===== src/rtl/commit_trace_fifo.sv =====
// Commit-trace buffer: a show-ahead FIFO of retired-instruction records with sequence stamping,
// backpressure (MODE 0) or lossy drop (MODE 1).
module commit_trace_fifo #(
    parameter int XLEN  = 32,
    parameter int NCSR  = 4,
    parameter int DEPTH = 8,
    parameter int SEQW  = 32,
    parameter int MODE  = 0
) (
    input  logic                     clk,
    input  logic                     reset,
    input  logic                     flush,
    input  logic                     in_valid,
    output logic                     in_ready,
    input  logic [XLEN-1:0]          in_pc,
    input  logic [31:0]              in_inst,
    input  logic                     in_rd_wen,
    input  logic [4:0]               in_rd_idx,
    input  logic [XLEN-1:0]          in_rd_data,
    input  logic [NCSR*XLEN-1:0]     in_csr_flat,
    output logic                     out_valid,
    input  logic                     out_ready,
    output logic [XLEN-1:0]          out_pc,
    output logic [31:0]              out_inst,
    output logic                     out_rd_wen,
    output logic [4:0]               out_rd_idx,
    output logic [XLEN-1:0]          out_rd_data,
    output logic [NCSR*XLEN-1:0]     out_csr_flat,
    output logic [SEQW-1:0]          out_seq,
    output logic [$clog2(DEPTH+1)-1:0] count,
    output logic                     overflow,
    output logic [15:0]              drop_cnt
);

    localparam int AW = $clog2(DEPTH);
    localparam int CW = $clog2(DEPTH+1);

    typedef struct packed {
        logic [XLEN-1:0]      pc;
        logic [31:0]          inst;
        logic                 rd_wen;
        logic [4:0]           rd_idx;
        logic [XLEN-1:0]      rd_data;
        logic [NCSR*XLEN-1:0] csr;
        logic [SEQW-1:0]      seq;
    } rec_t;

    rec_t            mem_r [DEPTH];
    rec_t            head_s;
    logic [AW-1:0]   wr_ptr_r;
    logic [AW-1:0]   rd_ptr_r;
    logic [CW-1:0]   count_r;
    logic [SEQW-1:0] seq_r;
    logic            overflow_r;
    logic [15:0]     drop_cnt_r;
    logic            full_s;
    logic            empty_s;
    logic            push_s;
    logic            pop_s;
    logic            drop_s;
    logic            in_ready_s;

    assign full_s  = (count_r == CW'(DEPTH));
    assign empty_s = (count_r == {CW{1'b0}});
    assign head_s  = mem_r[rd_ptr_r];

    // Handshake decode; a full FIFO in drop mode still stores when the head leaves this cycle.
    always_comb begin
        pop_s = !empty_s && out_ready && !flush;
        if (MODE == 0) begin
            in_ready_s = !full_s && !flush;
            push_s     = in_valid && in_ready_s;
            drop_s     = 1'b0;
        end else begin
            in_ready_s = 1'b1;
            push_s     = in_valid && !flush && (!full_s || pop_s);
            drop_s     = in_valid && !flush && full_s && !pop_s;
        end
    end

    // Pointer, occupancy, sequence and loss-accounting state.
    always_ff @(posedge clk) begin
        if (!reset) begin
            wr_ptr_r   <= {AW{1'b0}};
            rd_ptr_r   <= {AW{1'b0}};
            count_r    <= {CW{1'b0}};
            seq_r      <= {SEQW{1'b0}};
            overflow_r <= 1'b0;
            drop_cnt_r <= 16'h0000;
        end else if (flush) begin
            wr_ptr_r <= {AW{1'b0}};
            rd_ptr_r <= {AW{1'b0}};
            count_r  <= {CW{1'b0}};
        end else begin
            if (push_s) begin
                wr_ptr_r <= wr_ptr_r + AW'(1'b1);
            end
            if (pop_s) begin
                rd_ptr_r <= rd_ptr_r + AW'(1'b1);
            end
            case ({push_s, pop_s})
                2'b10:   count_r <= count_r + CW'(1'b1);
                2'b01:   count_r <= count_r - CW'(1'b1);
                default: count_r <= count_r;
            endcase
            // Drops consume a sequence number so the sink sees the gap.
            if (push_s || drop_s) begin
                seq_r <= seq_r + SEQW'(1'b1);
            end
            if (drop_s) begin
                overflow_r <= 1'b1;
                if (drop_cnt_r != 16'hFFFF) begin
                    drop_cnt_r <= drop_cnt_r + 16'h0001;
                end
            end
        end
    end

    // Record storage; intentionally not reset, the gated payload hides stale entries.
    always_ff @(posedge clk) begin
        if (reset && push_s) begin
            mem_r[wr_ptr_r] <= '{pc: in_pc, inst: in_inst, rd_wen: in_rd_wen, rd_idx: in_rd_idx,
                                 rd_data: in_rd_data, csr: in_csr_flat, seq: seq_r};
        end
    end

    // Head payload, forced to zero while nothing is queued.
    always_comb begin
        if (empty_s) begin
            out_pc       = {XLEN{1'b0}};
            out_inst     = 32'h0000_0000;
            out_rd_wen   = 1'b0;
            out_rd_idx   = 5'd0;
            out_rd_data  = {XLEN{1'b0}};
            out_csr_flat = {(NCSR*XLEN){1'b0}};
            out_seq      = {SEQW{1'b0}};
        end else begin
            out_pc       = head_s.pc;
            out_inst     = head_s.inst;
            out_rd_wen   = head_s.rd_wen;
            out_rd_idx   = head_s.rd_idx;
            out_rd_data  = head_s.rd_data;
            out_csr_flat = head_s.csr;
            out_seq      = head_s.seq;
        end
    end

    assign in_ready  = in_ready_s;
    assign out_valid = !empty_s;
    assign count     = count_r;
    assign overflow  = overflow_r;
    assign drop_cnt  = drop_cnt_r;

endmodule

===== config.mk =====
export PLATFORM = sky130hd
export DESIGN_NAME = commit_trace_fifo
export DESIGN_NICKNAME = d
export VERILOG_FILES = /design/src/rtl/commit_trace_fifo.sv
export SDC_FILE = /design/constraint.sdc
export NUM_CORES = 2
export LEC_CHECK = 0
export CAP_MARGIN = 20
export CORE_UTILIZATION = 55
export DETAILED_ROUTE_END_ITERATION = 8
export DONT_BUFFER_PORTS = 1
export PLACE_DENSITY = 0.78
export REMOVE_ABC_BUFFERS = 1
export SLEW_MARGIN = 30
export SYNTH_ARGS = -nofsm -noshare
export SYNTH_HDL_FRONTEND = slang
export SYNTH_SLANG_ARGS = --single-unit

===== constraint.sdc =====
create_clock -name clk -period 24.6 [get_ports clk]
set_input_delay 2.46 -clock clk [delete_from_list [all_inputs] [get_ports clk]]
set_output_delay 2.46 -clock clk [all_outputs]
set_load 0.005 [all_outputs]

# Yosys cells after proc, flatten, opt, wreduce, memory -nomap -nowiden
# Memories as Yosys holds them, arrays and structs flattened. A register that Yosys moved wholly into a read port is not among the register bits.
# Index checks and enable logic that the tools add are counted.
[word_totals]
ff_bits = 42
mem_bits_rw = 2096
inputBits = 235
output_inout_bits = 285
memories = 1
[classes]
add_sub_neg = 5
n_eq_ne = 3
n_mux = 12
bitwise = 2
n_reduce_logical = 12
[memory_table]
columns = ["memory", "words", "width", "rd", "rd_clocked_by_memory_dff", "wr", "line", "rtl"]
rows = [
  ["mem_r", 8, 262, 1, 1, 1, "48", "rec_t mem_r [DEPTH];"],
]
[op_table]
columns = ["cell", "count"]
rows = [
  ["128-bit two-way mux", 1],
  ["32-bit two-way mux", 4],
  ["32-bit by 1-bit adder with 32-bit output, second input constant", 1],
  ["4-bit case mux with 2 select lines", 1],
  ["3-bit by 1-bit adder with 3-bit output, second input constant", 2],
  ["3-bit two-way mux", 2],
  ["1-bit logical AND", 5],
  ["5-bit two-way mux", 1],
  ["4-bit by 1-bit adder with 4-bit output, second input constant", 1],
  ["4-bit equality test, second input constant", 1],
  ["4-bit logical NOT", 1],
  ["4-bit by 1-bit subtractor with 4-bit output, second input constant", 1],
  ["1-bit logical NOT", 3],
  ["1-bit two-way mux", 3],
  ["2-bit by 1-bit equality test with 1-bit output, second input constant", 1],
  ["2-bit equality test, second input constant", 1],
  ["1-bit inverter", 2],
  ["2-bit AND reduction", 1],
  ["2-bit nonzero test", 1],
  ["2-bit OR reduction", 1],
]

# Depth between registers and ports, before layout
[depth]
depth_word = 7
ltp_mapped = 12
ltp_nobuf = 11

# Worst setup path before layout
# No wires, ideal clock.
[synth_timing]
path_kind = "input to register"
start = "in in_valid"
end = "mem mem_r[2][0] (netlist name), enable pin"
t_arrival_ns = 20.903
slack_ns = 2.491
cell_stages = 5
path_cell_list = "nor2b_1 and2_1 clkbuf_1 nand3_1 nor3_1"
[synth_via]
elab_chain_len = 4
[synth_lines]
columns = ["item", "line", "rtl"]
rows = [
  ["start: declaration", "13", "input logic in_valid,"],
  ["1-bit logical AND", "72", "push_s = in_valid && in_ready_s;"],
  ["1-bit logical AND", "121", "if (reset && push_s) begin"],
  ["1-bit two-way mux", "121", ""],
  ["1-bit two-way mux (not written as such)", "122", "mem_r[wr_ptr_r] <= '{pc: in_pc, inst: in_inst, rd_wen: in_rd_wen, rd_idx: in_rd_idx,"],
  ["end: declaration", "48", ""],
]
# No other way between the ends.

==> impl_table.tex <==
\begin{tabular}{lr}
\hline
Metric & Value \\
\hline
\multicolumn{2}{l}{\textbf{Clocking}} \\
\quad Number of clock buffers inserted by TritonCTS & roughly 200 \\
\quad Clock Pin Slew Worst Setup and Hold Paths & 0.06 ns \\
\quad Number of buffers added to fix hold violations after cts & 0 \\
\quad Number of H-tree levels & 4 \\
\quad Max clock buf depth & 3 \\
\quad Later-pin clock latency in the skew report & 0.81 ns \\
\quad CTS resizes & 0 \\
\quad Sinks on the clock net & 2141 \\
\quad Root buf cell & clkbuf\_16 \\
\quad TritonCTS clock tree & done \\
\quad Post-CTS Repair Setup Buffers & 0 \\
\multicolumn{2}{l}{\textbf{Final layout}} \\
\quad Cell Count, Final, Fillers Out & 5783 \\
\quad Layout fillers & $\sim$9.5k \\
\quad Final-stage net count & 3934 \\
\quad Area added between synthesis and finish & 10.90\% \\
\quad Fraction of final layout cells with drive strength greater than 1 & 0.2334 \\
\multicolumn{2}{l}{\textbf{Logic synthesis}} \\
\quad Number of different library cells in the post-synthesis netlist & 47 \\
\quad Async SR Flop Fraction & 0 \\
\quad Portion of the post-synthesis area used by sequential elements & 0.7832 \\
\quad Number of enable-type register cells in the synthesized netlist & roughly 2.1k \\
\quad Register bit count reported by yosys & roughly 2.1k \\
\quad Number of warnings issued by yosys & 0 \\
\quad Post-synthesis cell count & 3609 \\
\quad Most used DFF post-synth & edfxtp\_1 \\
\quad Post-synthesis average cell area & $\sim$23 µm² \\
\quad Netlist area before placement & 81510 µm² \\
\multicolumn{2}{l}{\textbf{STA}} \\
\quad Final cycle utilization of the critical path & 0.3578 \\
\quad Maximum achievable frequency & $\sim$0.11 GHz \\
\quad Worst hold-check slack & between 0.5 and 0.6 ns \\
\quad Min Tclk post-route & roughly 8.8 ns \\
\quad RSZ-0062 raised after global routing & false \\
\quad Worst Max-Slew Pin Slew & 1.058 ns \\
\quad Number of setup violations in the final report & 0 \\
\quad Max-slew headroom & 0.2944 \\
\quad Setup WS post-layout & roughly 16 ns \\
\quad Final clock skew & 0.05177 ns \\
\quad Final number of max-transition violations & 0 \\
\quad Hold Vio Cnt, Final & 0 \\
\multicolumn{2}{l}{\textbf{GRT}} \\
\quad Vias in the first global route & roughly 39k \\
\quad Antenna violations before repair & 1 \\
\quad Total overflow reported by the global router & 0 \\
\quad First-pass GRT wire length & about 250000 µm \\
\quad Total routing resource utilization after global routing & 0.2226 \\
\quad Maximum number of pins on one net before global-route repair & $\sim$140 \\
\multicolumn{2}{l}{\textbf{Power}} \\
\quad Relative contribution of combinational cells to total power & 0.012 \\
\quad Leakage power summed over all cells & around 27 nW \\
\quad Proportion of power drawn by the clock network & 0.427 \\
\quad Power per cell area & just under 80 nW/µm² \\
\quad IR drop worst, VDD & $\sim$0.000087 V \\
\quad Switching portion of total power & 0.1923 \\
\quad Internal cell power & around 0.0058 W \\
\quad Reported net switching power & approximately 0.0014 W \\
\quad Seq pwr share & 0.561 \\
\multicolumn{2}{l}{\textbf{Floorplan}} \\
\quad Die Footprint & approximately 150000 µm² \\
\quad Std-Cell Rows & 140 \\
\quad Overall die width & about 390 µm \\
\quad I/O pin count & 520 \\
\quad Core area & 146400 µm² \\
\quad Die height & approximately 390 µm \\
\quad Initial standard-cell utilization of the core & 0.5566 \\
\multicolumn{2}{l}{\textbf{Setup path}} \\
\quad Number of buffer and inverter stages on the critical path & 5 \\
\quad List of cells traversed by the critical path & buf\_4 -> buf\_4 -> buf\_4 -> buf\_4 -> buf\_4 -> mux4\_2 -> mux2i\_1 -> nor2\_1 \\
\quad Critical path's most frequent cell & buf\_4 \\
\quad Max stage delay cell, worst path & buf\_4 \\
\quad Startpoint types & flip-flop \\
\quad CP max FO & 65 \\
\quad Cell count along the critical path & 8 \\
\quad Arrival time of data at the critical path endpoint & 6.34 ns \\
\quad Kind of cell with the highest combined delay on the critical path & buffers and inverters \\
\quad Worst R2R Path Depth & 7 \\
\quad Crit path capture type & primary output \\
\quad Max incr delay on CP & 0.85 ns \\
\quad Required time reported for the critical path endpoint & approximately 22 ns \\
\quad Setup Crit Path Kind & flip-flop to primary output \\
\multicolumn{2}{l}{\textbf{Run status}} \\
\quad Run status & completed \\
\multicolumn{2}{l}{\textbf{Drt}} \\
\quad Number of nets with antenna violations after detailed routing & 0 \\
\quad Number of iterations in the first detailed-routing pass & 5 \\
\quad Drt total wl & 166700 µm \\
\quad Number of DRC violations after detailed routing & 0 \\
\quad Avg Vias per Cell & approximately 6.3 \\
\quad DR iter-0 viols & around 3.1k \\
\quad Vias after detailed routing & approximately 36k \\
\quad Avg WL per Cell & just under 30 µm \\
\multicolumn{2}{l}{\textbf{Placed design}} \\
\quad Worst slack at placement & roughly 17 ns \\
\quad Last weighted congestion value of the routability-driven placer & $\sim$0.73 \\
\quad Number of port buffers & 0 \\
\quad HPWL after detailed placement & about 88000 µm \\
\quad Cell Count Post-Placement & roughly 5.4k \\
\multicolumn{2}{l}{\textbf{Worst hold path}} \\
\quad Instance count along the most critical hold path & 2 \\
\quad Worst hold path class & flip-flop to flip-flop \\
\multicolumn{2}{l}{\textbf{Job}} \\
\quad Max cap viols & 0 \\
\hline
\end{tabular}
cell families after synthesis:
kind of cell,share of synthesized area
AO/OA/AOI/OAI,0.003623
AND/OR/NAND/NOR,0.02166
multiplexers,0.1776
adder cells (fa/ha/maj),0.0009210
XOR/XNOR,0.001612
other,0.00004600
flip-flops,0.7832
buffers and inverters,0.01136
synthesized netlist by cell type (2+ instances only):
cell / n / share of area
o41ai_1: 2 / 0.00021
buf_1: 44 / 0.0020
nand4_1: 9 / 0.00069
or3_2: 3 / 0.00028
or4_1: 13 / 0.0012
mux2i_1: 266 / 0.033
nor4_1: 3 / 0.00023
buf_6: 2 / 0.00028
buf_2: 40 / 0.0025
nor3_1: 3 / 0.00018
nand2b_1: 6 / 0.00046
nor2_1: 289 / 0.013
clkbuf_1: 103 / 0.0047
o31ai_1: 10 / 0.00092
nor2b_1: 2 / 0.00015
inv_1: 5 / 0.00023
edfxtp_1: 2096 / 0.77
dfxtp_1: 45 / 0.011
xor2_1: 9 / 0.00097
or3_1: 10 / 0.00077
and4_1: 6 / 0.00064
xnor2_1: 6 / 0.00064
and3_1: 3 / 0.00023
o311ai_0: 2 / 0.00021
nand3b_1: 2 / 0.00018
ha_1: 6 / 0.00092
a21oi_1: 24 / 0.0015
nand2_1: 15 / 0.00069
o21ai_0: 13 / 0.00080
nor3b_1: 2 / 0.00018
mux4_2: 524 / 0.14
buf_4: 17 / 0.0016
nand3_1: 15 / 0.00092
final cells by class:
cell class,instances,area [µm²],area share
diodes,1,2.502,0.00002768
multi-input cells,1272,16880,0.1867
repair buffers,70,686.9,0.007599
well taps,1917,2399,0.02653
clock inverters,130,1295,0.01433
flip-flops and latches,2141,63850,0.7063
clock buffers,247,5266,0.05826
inverters,5,18.77,0.0002076
sequential cells by signal, indices dropped and copies added (netlist names), named ones only:
signal / flops
count: 4
mem_r: 2096
rd_ptr_r: 3
seq_r: 32
wr_ptr_r: 3
final timing paths:
path                from          endpoint  slack (ns)
max            flip-flop  out_csr_flat[98]       15.80
min          rd_ptr_r[2]         flip-flop        0.56
max reg2reg     count[1]     mem_r[7][185]       19.59
min reg2reg  rd_ptr_r[2]         flip-flop        0.56
tightest hold or removal path: stages (launching register included):
cell and delay (ns):
dfxtp_1 0.32, xor2_1 0.07, nor2_1 0.12
routing by layer:
layer / track usage / share of wire / vias to the layer above
met5: 0 / 0 / -
met4: 0.07135 / 0.028 / 0
met3: 0.06268 / 0.093 / 302
met2: 0.3663 / 0.50 / 1573
met1: 0.2889 / 0.38 / 19360
li1: - / - / 15180
power groups by stage:
stage,Combinational (W),Sequential (W),Clock (W)
CTS,0.0000877,0.00402,0.00311
global route,0.0000926,0.00402,0.00323
finish,0.0000864,0.00402,0.00305
floorplan,0.0000875,0.00411,0
detailed placement,0.0000866,0.00410,0
global placement,0.0000851,0.00409,0
cells in the final DEF (no fill, tap or decap), types with 15 or more instances in the layout:
master,count
mux4_2,524
nand2_1,15
buf_4,54
nand3_1,15
bufinv_16,20
clkbuf_16,204
nor2_1,283
clkinv_2,42
clkbuf_1,43
dfxtp_1,42
clkinv_1,50
edfxtp_1,2096
a21oi_1,24
mux2i_1,265
conb_1,17
metrics by stage:
stage	cell area (µm²)	utilization	total power [W]	setup TNS, ns
5_1_grt	90400	0.6173	0.007343	0
2_1_floorplan	80670	-	0.004197	-189.61
4_1_cts	90340	0.6169	0.007213	0
6_report	90400	0.6173	0.007160	0
3_3_place_gp	83720	0.5717	0.004179	0
3_5_place_dp	83780	0.5721	0.004182	0
Power figures use the tool's default switching activity.
